### config.mk
export PLATFORM = sky130hd
export DESIGN_NAME = sine_sweep_ctrl
export DESIGN_NICKNAME = d
export VERILOG_FILES = /design/src/rtl/sine_sweep_ctrl.sv
export SDC_FILE = /design/constraint.sdc
export NUM_CORES = 1
export LEC_CHECK = 0
export BUFFER_PORTS_ARGS = -buffer_cell sky130_fd_sc_hd__clkbuf_2
export CAP_MARGIN = 40
export CORE_MARGIN = 1.5
export CORE_UTILIZATION = 50
export DETAILED_ROUTE_END_ITERATION = 10
export PLACE_DENSITY = 0.78
export SETUP_SLACK_MARGIN = 0.5
export SLEW_MARGIN = 40
export SYNTH_ARGS = -nofsm -noshare
export SYNTH_HDL_FRONTEND = slang
export SYNTH_SLANG_ARGS = --single-unit
export TNS_END_PERCENT = 30
### constraint.sdc
create_clock -name clk -period 4.28 [get_ports clk]
set_clock_uncertainty 0.05 [all_clocks]
set_input_delay 0.428 -clock clk [delete_from_list [all_inputs] [get_ports clk]]
set_output_delay 0.428 -clock clk [all_outputs]
set_load 0.02 [all_outputs]
### src/rtl/sine_sweep_ctrl.sv
// sine_sweep_ctrl: frequency-sweep sequencer driving a sine generator's en/incr/phase inputs
// Ports:
//   clk, rst                  clock, asynchronous active-high reset
//   start, stop               sweep request (IDLE only), abort request (sweep states only)
//   cfg_incr_start/_end/_step first/last tone increment and per-step change
//   cfg_dwell                 cycles per tone (0 treated as 1)
//   cfg_phase                 phase offset passed to the generator
//   cfg_bidir, cfg_loop       add a down leg / repeat until stop
//   en, incr, phase           registered sine generator controls
//   busy, done                high while sweeping / one-cycle end-of-sweep pulse
module sine_sweep_ctrl #(
    parameter int WIDTH   = 8,
    parameter int DWELL_W = 16
) (
    input  logic               clk,
    input  logic               rst,
    input  logic               start,
    input  logic               stop,
    input  logic [WIDTH-1:0]   cfg_incr_start,
    input  logic [WIDTH-1:0]   cfg_incr_end,
    input  logic [WIDTH-1:0]   cfg_step,
    input  logic [DWELL_W-1:0] cfg_dwell,
    input  logic [WIDTH-1:0]   cfg_phase,
    input  logic               cfg_bidir,
    input  logic               cfg_loop,
    output logic               en,
    output logic [WIDTH-1:0]   incr,
    output logic [WIDTH-1:0]   phase,
    output logic               busy,
    output logic               done
);
    typedef enum logic [1:0] {IDLE, SWEEP_UP, SWEEP_DOWN, DONE} state_t;
    state_t state, state_n;
    logic [DWELL_W-1:0] cnt, cnt_n, s_dwell;
    logic [WIDTH-1:0] s_start, s_end, s_step, incr_n, phase_n, up_next, dn_next;
    logic s_bidir, s_loop, en_n, busy_n, done_n, term, single, fin;
    logic [WIDTH:0] up_sum;
    logic signed [WIDTH:0] dn_diff;
    // Saturating neighbours of the current tone, computed one bit wider so nothing wraps
    assign up_sum  = {1'b0, incr} + {1'b0, s_step};
    assign up_next = (up_sum >= {1'b0, s_end}) ? s_end : up_sum[WIDTH-1:0];
    assign dn_diff = $signed({1'b0, incr}) - $signed({1'b0, s_step});
    assign dn_next = (dn_diff <= $signed({1'b0, s_start})) ? s_start : dn_diff[WIDTH-1:0];
    assign term    = cnt == s_dwell - DWELL_W'(1);
    // A degenerate range plays one tone and finishes regardless of bidir/loop
    assign single  = s_start >= s_end;
    always_comb begin
        state_n = state;
        en_n    = en;
        incr_n  = incr;
        phase_n = phase;
        busy_n  = busy;
        done_n  = 1'b0;
        cnt_n   = cnt;
        fin     = 1'b0;
        case (state)
            IDLE: if (start) begin
                state_n = SWEEP_UP;
                en_n    = 1'b1;
                busy_n  = 1'b1;
                incr_n  = cfg_incr_start;
                phase_n = cfg_phase;
                cnt_n   = '0;
            end
            SWEEP_UP, SWEEP_DOWN: begin
                if (stop) fin = 1'b1;
                else if (!term) cnt_n = cnt + DWELL_W'(1);
                else begin
                    cnt_n = '0;
                    if (state == SWEEP_UP) begin
                        if (!single && incr != s_end) incr_n = up_next;
                        else if (!single && s_bidir) begin
                            state_n = SWEEP_DOWN;
                            incr_n  = dn_next;
                        end
                        else if (!single && s_loop) incr_n = s_start;
                        else fin = 1'b1;
                    end
                    else begin
                        if (incr != s_start) incr_n = dn_next;
                        else if (s_loop) begin
                            state_n = SWEEP_UP;
                            incr_n  = up_next;
                        end
                        else fin = 1'b1;
                    end
                end
            end
            default: state_n = IDLE;
        endcase
        if (fin) begin
            state_n = DONE;
            en_n    = 1'b0;
            busy_n  = 1'b0;
            done_n  = 1'b1;
            cnt_n   = '0;
        end
    end
    always_ff @(posedge clk or posedge rst) begin
        if (rst) begin
            state <= IDLE;
            en    <= 1'b0;
            incr  <= '0;
            phase <= '0;
            busy  <= 1'b0;
            done  <= 1'b0;
            cnt   <= '0;
        end
        else begin
            state <= state_n;
            en    <= en_n;
            incr  <= incr_n;
            phase <= phase_n;
            busy  <= busy_n;
            done  <= done_n;
            cnt   <= cnt_n;
        end
    end
    // Shadow configuration, normalised so zero dwell/step behave as one
    always_ff @(posedge clk or posedge rst) begin
        if (rst) begin
            s_start <= '0;
            s_end   <= '0;
            s_step  <= '0;
            s_dwell <= '0;
            s_bidir <= 1'b0;
            s_loop  <= 1'b0;
        end
        else if (state == IDLE && start) begin
            s_start <= cfg_incr_start;
            s_end   <= cfg_incr_end;
            s_step  <= (cfg_step == '0) ? WIDTH'(1) : cfg_step;
            s_dwell <= (cfg_dwell == '0) ? DWELL_W'(1) : cfg_dwell;
            s_bidir <= cfg_bidir;
            s_loop  <= cfg_loop;
        end
    end
endmodule

==> results.tsv <==
metric	value	unit
cts_made_buffers	9	
drt-wirelength-per-cell	17.8	um
dieArea	12500	um2
antenna_cells	0	
drt-vias-per-instance	6.02	
grt_overflow	0	
coreArea	11500	um2
die_h	112	um
synth_edf_count	0	
rsz0062_at_grt	yes	
required	4.45	ns
insertion_delay	0.34	ns
slowest_delay	0.44	ns
path_class	reg2reg	
hp-class	in2async	
multi_input_area	3770	um2
ys_ff_latch	78	
clock-sinks	78	
hpwl	11.1	mm
timing_worst_slew_pin_value	0.880	ns
netlist.area_leader.share	33.1	%
maxSlewViolCount	0	
critPathBufInv	2	
firstDrtPassIters	5	
grt_pass1_vias	4923	
regArea	1960	um2
ys.flop_type	dfrtp_1	
rows	39	
grt_use_total	24.5	%
cts.path.max_buffers	2	
grt_max_degree	49	
fin_util	59.9	%
wl	15.2	mm
start_util	51.4	%
setup_viol	0	
maxSlewHeadroom	40.9	%
ios	73	
async_flop_share	100	%
cp_max_fo	7	
clk_pin_slew_worst_paths	0.06	ns
clock-root-buffer	clkbuf_16	
antenna_found_initial	0	
run_status	finished clean	
fin_crit	3.85	ns
fillers	959	
cpMaxStageDelayCell	dfrtp_2	
crit_family	compound AO/OA/AOI/OAI gates	
place_congestion	0.962	
grt_pass1_wl	24.3	mm
end_kind	flop	
cts_tree	built	
hold_viol	0	
fmax	259	MHz
area_delta_synth_final	16.5	%
die_w	112	um
vias	5130	
syn_nets	735	
port_buffers	72	
cp.arrival	4.03	ns
fin_crit_sh	90.1	%
synth_top_area_cell	dfrtp_1	
final_nets	809	
ys_warn_count	0	
drc_errors	0	
synthTopCellsByArea	dfrtp_1 (33%), mux2_2 (9.9%), ha_1 (9.8%)	
drv_cap	0	
path_cells	inv_1 -> ha_1 -> inv_1 -> fa_2 -> a211oi_2 -> o21bai_2 -> a21oi_2 -> xnor2_1 -> ha_1 -> nand2_1 -> a21oi_2 -> o41ai_1 -> a211o_1 -> o21ba_4 -> a22oi_2 -> o221ai_1 -> mux2_4	
first_iter_violations	330	
start_kind	flop	
ys_types	75	
yosysSeqAreaShare	33.1	%
syn_inst	633	
ant_nets	0	
setup_tns	0	ns
syn_avg_cell_area	9.32	um2
drive_gt1_share	28.8	%
syn_area	5900	um2
ctsHtreeMaxLevel	3	
cts_hold_buffers	0	
## registers in the layout, summed over array words and instances (netlist names)
signal and flops:
cnt 16, s_dwell 16, incr 8, phase 8, s_end 8, s_start 8, s_step 8, state 2
busy 1, done 1, s_bidir 1, s_loop 1
## final cells by class
| class | instances | area share [%] |
|---|---|---|
| clock buffers | 11 | 3.53 |
| clock inverters | 2 | 0.510 |
| multi-input cells | 479 | 54.9 |
| repair buffers | 91 | 7.32 |
| flip-flops and latches | 78 | 28.5 |
| inverters | 48 | 2.66 |
| well taps | 143 | 2.60 |
## final timing paths
check                           slack (ns)  depth (start not counted)    startpoint  endpoint
worst max-delay path                  0.43                         17       incr[0]   incr[5]
worst min-delay path                  0.12                          2           rst  phase[0]
worst max register to register        0.43                         17       incr[0]   incr[5]
worst min register to register        0.46                          1        s_loop    s_loop
max in group asynchronous             3.20                          3           rst   incr[0]
min in group clk                      0.26                          2  cfg_phase[0]  phase[0]
## cells by family after synthesis
logic type | count (synthesis) | share of synthesized area (%)
simple gates | 185 | 16.8
flops | 78 | 33.1
xor+xnor | 46 | 6.83
fa+ha+maj | 48 | 10.4
buf+inv | 76 | 5.26
mux | 63 | 12.1
compound gates | 137 | 15.5
## metrics by stage
step	setup WS, ns	area (um2)	cells	hold WS, ns
after floorplan	0.500	5900	633	0.429
after global placement	0.334	6360	826	0.437
after detailed placement	0.207	6360	826	0.445
after CTS	0.454	6700	842	0.197
after global routing	0.296	6870	852	0.175
final	0.426	6870	852	0.115
## metal layers
| layer | share of wire (%) | wire length [um] | track usage (%) |
|---|---|---|---|
| met1 | 46 | 6940 | 34.4 |
| met2 | 46 | 6910 | 38.5 |
| met3 | 6.5 | 980 | 3.54 |
| met4 | 2.2 | 329 | 9.20 |
| met5 | 0 | 0 | 0 |
## cells in the mapped netlist, types with 3 or more instances
library cell and count:
or3_1 4, nand3_1 14, o21ai_0 20, mux2_1 4, o21a_1 3, o211ai_1 3, a211o_1 3, ha_1 46
a31oi_1 10, a211oi_1 5, xnor2_1 34, inv_1 47, a21o_1 5, a22oi_1 5, nor2b_1 6, nor2_1 41
buf_2 5, mux2_4 3, nand4_1 12, o21bai_1 5, and3_1 5, nand2b_1 10, clkbuf_1 17, or2_2 4
buf_1 3, o22ai_1 4, nor4_1 8, a21oi_1 35, mux2_2 52, or4_1 5, o21ai_1 10, o31ai_1 3
dfrtp_1 78, xor2_1 12, mux2i_1 4, nor3b_1 3, nand2_1 42, nor3_1 14
## layout by cell type (no fill, tap or decap), types with 4 or more instances in the layout
cell,count
or2_2,4
clkbuf_2,72
buf_4,19
nand3_1,14
ha_1,43
xnor2_1,33
and3_1,5
nand4_1,12
dfrtp_2,6
a31oi_1,10
or4_1,5
nand2_1,41
mux2_4,4
clkbuf_16,9
a21o_1,5
a21oi_1,32
inv_1,45
o21ai_0,16
mux2_1,4
nor2_1,41
a211oi_2,4
mux2_2,51
nor2b_1,6
nor3_1,14
nor4_1,8
mux2i_1,4
or3_1,4
nand2b_1,9
dfrtp_1,72
o22ai_1,4
xor2_1,12
o21ai_1,13
## timing repair
item                       CTS  global route
gates resized for setup     12            24
setup endpoints to repair    7             8
setup buffers                3            10
pin swaps                    2            17
Power is not shown: default switching activity piles up to over one toggle a cycle in this logic, so the estimate is an artifact.
